$ cat src/rtl/snake_pkg.sv
// rtl/snake_pkg.sv - shared tile/map types, map geometry and border pattern helpers
package snake_pkg;

   localparam int MAP_ROWS = 12;
   localparam int MAP_COLS = 12;
   localparam int ROW_W    = 4;
   localparam int COL_W    = 4;
   localparam int TILE_W   = 3;

   typedef enum logic [TILE_W-1:0] {
      EMPTY  = 3'd0,
      WALL   = 3'd1,
      SNAKE1 = 3'd2,
      SNAKE2 = 3'd3,
      POINT  = 3'd4
   } tile_t;

   typedef tile_t    [MAP_COLS-1:0] map_row_t;
   typedef map_row_t [MAP_ROWS-1:0] map_s;

   // One row of the freshly initialised map: solid wall on top/bottom rows,
   // wall only at the two edge columns elsewhere.
   function automatic map_row_t border_row(input logic [ROW_W-1:0] r);
      map_row_t row;
      for (int c = 0; c < MAP_COLS; c++) begin
         if (r == ROW_W'(0) || r == ROW_W'(MAP_ROWS-1) || c == 0 || c == MAP_COLS-1)
            row[c] = WALL;
         else
            row[c] = EMPTY;
      end
      return row;
   endfunction

   // Complete bordered map, used as the reset image.
   function automatic map_s border_map();
      map_s m;
      for (int r = 0; r < MAP_ROWS; r++)
         m[r] = border_row(ROW_W'(r));
      return m;
   endfunction

endpackage

$ cat src/rtl/rr_arbiter.sv
// rtl/rr_arbiter.sv - combinational round-robin one-hot grant with eligibility mask
module rr_arbiter #(
   parameter int N_REQ = 3,
   parameter int IDX_W = 2
) (
   input  logic [N_REQ-1:0] req,
   input  logic [N_REQ-1:0] mask,
   input  logic [IDX_W-1:0] last,
   output logic [N_REQ-1:0] gnt,
   output logic [IDX_W-1:0] gnt_idx,
   output logic             any
);

   int cand;

   // Search starts one past the last granted index and wraps; first unmasked request wins.
   always_comb begin
      gnt     = '0;
      gnt_idx = '0;
      any     = 1'b0;
      cand    = 0;
      for (int k = 1; k <= N_REQ; k++) begin
         cand = (int'(last) + k) % N_REQ;
         if (!any && req[cand] && !mask[cand]) begin
            any       = 1'b1;
            gnt[cand] = 1'b1;
            gnt_idx   = IDX_W'(cand);
         end
      end
   end

endmodule

$ cat src/rtl/map_arbiter.sv
// rtl/map_arbiter.sv - tile map storage with vblank-gated round-robin writers and row-wise clear
module map_arbiter
   import snake_pkg::*;
#(
   parameter int N_REQ = 3
) (
   input  logic                      clk,
   input  logic                      rst,
   input  logic                      vblnk,
   input  logic                      clear_req,
   input  logic [N_REQ-1:0]          req,
   input  logic [N_REQ*ROW_W-1:0]    wr_row,
   input  logic [N_REQ*COL_W-1:0]    wr_col,
   input  logic [N_REQ*TILE_W-1:0]   wr_tile,
   output logic [N_REQ-1:0]          gnt,
   output tile_t                     rd_tile,
   output logic                      busy,
   output logic                      clear_done,
   output map_s                      map
);

   localparam int IDX_W = (N_REQ > 1) ? $clog2(N_REQ) : 1;

   typedef enum logic {
      IDLE  = 1'b0,
      CLEAR = 1'b1
   } state_t;

   state_t             state;
   state_t             state_next;
   logic [ROW_W-1:0]   row_cnt;
   logic [IDX_W-1:0]   last_idx;

   logic [N_REQ-1:0]   rr_mask;
   logic [N_REQ-1:0]   rr_gnt;
   logic [IDX_W-1:0]   rr_idx;
   logic               rr_any;

   logic               do_grant;
   logic               do_clear_row;
   logic               row_restart;
   logic               row_last;

   logic [ROW_W-1:0]   g_row;
   logic [COL_W-1:0]   g_col;
   tile_t              g_tile;
   logic               g_in_range;

   // A requester granted last cycle is still showing its stale req this cycle,
   // so it is masked; nothing is eligible outside vertical blanking.
   assign rr_mask = gnt | {N_REQ{~vblnk}};

   rr_arbiter #(
      .N_REQ (N_REQ),
      .IDX_W (IDX_W)
   ) u_rr (
      .req     (req),
      .mask    (rr_mask),
      .last    (last_idx),
      .gnt     (rr_gnt),
      .gnt_idx (rr_idx),
      .any     (rr_any)
   );

   assign g_row      = wr_row[rr_idx*ROW_W +: ROW_W];
   assign g_col      = wr_col[rr_idx*COL_W +: COL_W];
   assign g_tile     = tile_t'(wr_tile[rr_idx*TILE_W +: TILE_W]);
   assign g_in_range = (g_row < ROW_W'(MAP_ROWS)) && (g_col < COL_W'(MAP_COLS));

   // State register.
   always_ff @(posedge clk or posedge rst) begin
      if (rst)
         state <= IDLE;
      else
         state <= state_next;
   end

   // Next state and per-cycle actions; clear_req beats any pending write request.
   always_comb begin
      state_next   = state;
      do_grant     = 1'b0;
      do_clear_row = 1'b0;
      row_restart  = 1'b0;
      row_last     = 1'b0;
      busy         = 1'b0;
      case (state)
         IDLE: begin
            if (clear_req)
               state_next = CLEAR;
            else if (rr_any)
               do_grant = 1'b1;
         end
         CLEAR: begin
            busy         = 1'b1;
            do_clear_row = 1'b1;
            if (clear_req) begin
               row_restart = 1'b1;
            end else if (row_cnt == ROW_W'(MAP_ROWS-1)) begin
               row_last   = 1'b1;
               state_next = IDLE;
            end
         end
         default: state_next = IDLE;
      endcase
   end

   // Map storage, grant/read-back registers, clear row counter and round-robin pointer.
   always_ff @(posedge clk or posedge rst) begin
      if (rst) begin
         gnt        <= '0;
         rd_tile    <= EMPTY;
         clear_done <= 1'b0;
         last_idx   <= IDX_W'(N_REQ-1);
         row_cnt    <= '0;
         map        <= border_map();
      end else begin
         gnt        <= do_grant ? rr_gnt : '0;
         clear_done <= row_last;

         if (state == IDLE && clear_req)
            row_cnt <= '0;

         if (do_clear_row) begin
            map[row_cnt] <= border_row(row_cnt);
            if (row_restart || row_last)
               row_cnt <= '0;
            else
               row_cnt <= row_cnt + ROW_W'(1);
         end

         if (do_grant) begin
            last_idx <= rr_idx;
            if (g_in_range) begin
               rd_tile            <= map[g_row][g_col];
               map[g_row][g_col]  <= g_tile;
            end else begin
               rd_tile <= WALL;
            end
         end
      end
   end

endmodule
$ cat config.mk
export PLATFORM = sky130hd
export DESIGN_NAME = map_arbiter
export DESIGN_NICKNAME = d
export VERILOG_FILES = /design/src/rtl/snake_pkg.sv /design/src/rtl/rr_arbiter.sv /design/src/rtl/map_arbiter.sv
export SDC_FILE = /design/constraint.sdc
export NUM_CORES = 1
export LEC_CHECK = 0
export BUFFER_PORTS_ARGS = -buffer_cell sky130_fd_sc_hd__buf_4
export CORE_MARGIN = 10
export CORE_UTILIZATION = 60
export CTS_CLUSTER_DIAMETER = 50
export DETAILED_ROUTE_END_ITERATION = 8
export PLACE_DENSITY = 0.84
export REMOVE_ABC_BUFFERS = 1
export SLEW_MARGIN = 10
export SYNTH_ARGS = -nofsm -noshare
export SYNTH_HDL_FRONTEND = slang
export SYNTH_SLANG_ARGS = --single-unit
$ cat constraint.sdc
create_clock -name clk -period 41.7 [get_ports clk]
set_clock_uncertainty 0.05 [all_clocks]
set_input_delay 6.255 -clock clk [delete_from_list [all_inputs] [get_ports clk]]
set_output_delay 6.255 -clock clk [all_outputs]
set_load 0.02 [all_outputs]
==> out/metrics.yaml <==
global_route:
  grt.overflow.total: 0
  grt_pass1_vias: 23100
  grt_max_degree: 176
  grt_pass1_wl_um: 154000
  grtUsageTotal_pct: 43.7
  antenna_found_initial: 0
die:
  die_area_um2: 46400
  die_y_um: 215
  core_area_um2: 37700
  placementRows: 71
  die_w_um: 215
  start_util_pct: 60.8
  ios: 480
placement:
  portBuffers: 479
  dp_hpwl_um: 71400
  place_congestion: 0.979
routing:
  wl_per_cell_um: 32.2
  final_antenna_net_count: 0
  drt_wl_total_um: 105000
  first_pass_iters: 9
  drt-initial-drc-count: 4462
  post_drt_via_cell_ratio: 7.16
  dr_total_vias: 23400
  detail_route.drc_violations: 29
setup_path:
  criticalPathCategory: "input port to register"
  cp-end-kind: "register"
  critPathArrivalTime_ns: 11.10
  cpMaxStageDelayCell: "mux2i_4"
  crit_chain: "buf_4 > nor2b_1 > a211o_1 > a41oi_2 > o21a_4 > mux2i_4 > buf_4 > a221oi_1 > a21oi_1 > o21ai_0 > a22oi_1 > a31oi_1 > o211ai_1"
  critPathMostFrequentCell: "buf_4"
  cp.required_ns: 42.17
  crit_fanout: 59
  regToRegSetupSlack_ns: 35.78
  start_kind: "input port"
  cp_slowest_stage_delay_ns: 0.85
logic_synthesis:
  async_flop_share_pct: 100
  yosys_warnings: 0
  synth_cell_types: 76
  synth_area_per_cell_um2: 9.78
  synth_ff_type: "dfrtp_1"
  synth_area_um2: 22900
  netlist_instances: 2340
  synth_edf_count: 0
  synth-seq-cells: 446
  yosysSeqAreaShare_pct: 49.0
clock_network:
  cts_root_buffer: "clkbuf_16"
  cts_tree: "built"
  ctsResizeCount: 0
  htree_levels: 2
  clk_latency_ns: 0.59
  path_clk_slew_ns: 0.07
  hold_buffers: 0
  cts_setup_buffers: 0
  cts_sinks: 446
  clockBufferDepth: 3
  cts_buffers: 49
sta:
  hold_viol: 0
  worst_pin_slew_ns: 1.36
  whs_ns: 0.463
  finalMaxSlewViolations: 0
  fmax_ghz: 0.0941
  period_needed_ns: 10.63
  maxSlewHeadroom_pct: 8.79
  tns_ns: 0
  finalSetupViolations: 0
  min_period_over_period_pct: 25.5
  grt_setup_unrepaired: "no"
layout:
  areaGrowthSynthToFinish_pct: 23.6
  drive_above_1_share_pct: 26.4
  fillerInstances: 2708
  diodes: 0
  num-nets-final: 2771
run_status:
  violations: "DRC"
  outcome: "complete, but fails checks"
power_and_ir_drop:
  powerDensity_nw_per_um2: 54.9
  power.leakage_uw: 0.0139
  vdd_drop_max_uv: 36.2
flow_run:
  cap_violations: 0
hold_path:
  hold_class: "register to register"
report_power, final:
| group | switching (uW) | internal (uW) | leakage (uW) |
|---|---|---|---|
| combinational | 322 | 172 | 0.00767 |
| sequential | 92.6 | 506 | 0.00539 |
| clock | 191 | 270 | 0.000834 |
synth_stat cells, types with 15 or more instances:
cell	count	area (um2)
a222oi_1	58	581
dfrtp_1	401	10000
o21ai_0	189	946
o22ai_1	69	432
nand2_1	393	1480
nor3_1	24	120
dfstp_2	45	1180
nor2_1	89	334
mux2i_1	291	2910
o211ai_1	15	113
buf_6	15	169
nand3_1	169	846
a21oi_1	155	776
buf_2	45	225
clkbuf_1	111	417
cells by family (layout without fill, tap and decap cells):
kind of cell	Yosys count	after routing	synth area share (%)
AND/OR/NAND/NOR	759	759	15.0
AO/OA/AOI/OAI	623	623	17.7
flip-flops	446	446	49.0
multiplexers	305	305	13.6
buffers and inverters	199	622	4.25
adder cells (fa/ha/maj)	8	8	0.437
worst max-delay path: cells and delay by family:
family | cells | cell delay [ns]
compound gates | 9 | 2.84
buf+inv | 2 | 0.89
mux | 1 | 0.85
simple gates | 1 | 0.16
routing by layer:
layer	global-route usage, %	up-vias	wire length (um)
met5	0.107	-	0
met4	28.2	0	8250
met3	14.6	549	15400
met2	66.4	2254	46700
met1	52.5	11300	35100
li1	-	9344	-
area by class of cell:
| type | instances | area (um2) | area share (%) |
|---|---|---|---|
| inverters | 9 | 41.3 | 0.146 |
| flip-flops and latches | 446 | 11200 | 39.6 |
| multi-input cells | 1695 | 10800 | 38.1 |
| clock buffers | 71 | 1460 | 5.17 |
| clock inverters | 20 | 234 | 0.827 |
| repair buffers | 522 | 3930 | 13.9 |
| well taps | 511 | 639 | 2.26 |
sequential cells by signal, summed over array words and instances (netlist names):
signal and flops:
clear_done 1, gnt 3, last_idx 2, map 432
rd_tile 3, row_cnt 4, state 1
worst paths after layout:
path                                              start                       to  cells after the start
worst min register to register  last_idx[1]$_DFFE_PP1P_  last_idx[1]$_DFFE_PP1P_                      2
min in group asynchronous                           rst        map[62]$_DFF_PP0_                      2
worst max register to register  last_idx[0]$_DFFE_PP0P_   rd_tile[1]$_DFFE_PP0P_                     14
max in group asynchronous                           rst       map[341]$_DFF_PP0_                      3
worst max-delay path                             req[1]   rd_tile[1]$_DFFE_PP0P_                     13
worst min-delay path            last_idx[1]$_DFFE_PP1P_  last_idx[1]$_DFFE_PP1P_                      2
cell usage in the layout, fill, tap and decap left out, drive strengths merged, types with 4 or more instances in the layout:
master / count
o22ai: 69
ha: 8
nand2b: 13
dfstp: 45
a211oi: 12
o2111ai: 6
dfrtp: 401
o31ai: 13
o221ai: 11
or2: 5
mux2: 10
nand3: 169
nor3b: 10
a31oi: 13
a221oi: 14
o211ai: 19
o21ai: 192
a21o: 6
clkinv: 10
nand2: 397
clkbuf: 71
nor2: 97
a222oi: 58
mux2i: 295
a221o: 4
a31o: 9
nor3: 38
nand3b: 5
inv: 13
a21oi: 158
buf: 522
nor2b: 12
bufinv: 4
o31a: 4
a22oi: 9
and3: 4
metrics by stage:
| stage | utilization, % | area (um2) | worst slack (ns) | total power (uW) | instances |
|---|---|---|---|---|---|
| after floorplan | - | 22000 | 23.04 | 820 | 2150 |
| after global placement | 70.6 | 26600 | 30.82 | 1070 | 3183 |
| after detailed placement | 70.6 | 26600 | 30.73 | 1080 | 3183 |
| after CTS | 75.1 | 28300 | 31.34 | 1530 | 3274 |
| after global routing | 75.1 | 28300 | 31.08 | 1590 | 3274 |
| final | 75.1 | 28300 | 31.07 | 1550 | 3274 |
Note: power is estimated with default switching activity, not from simulation.
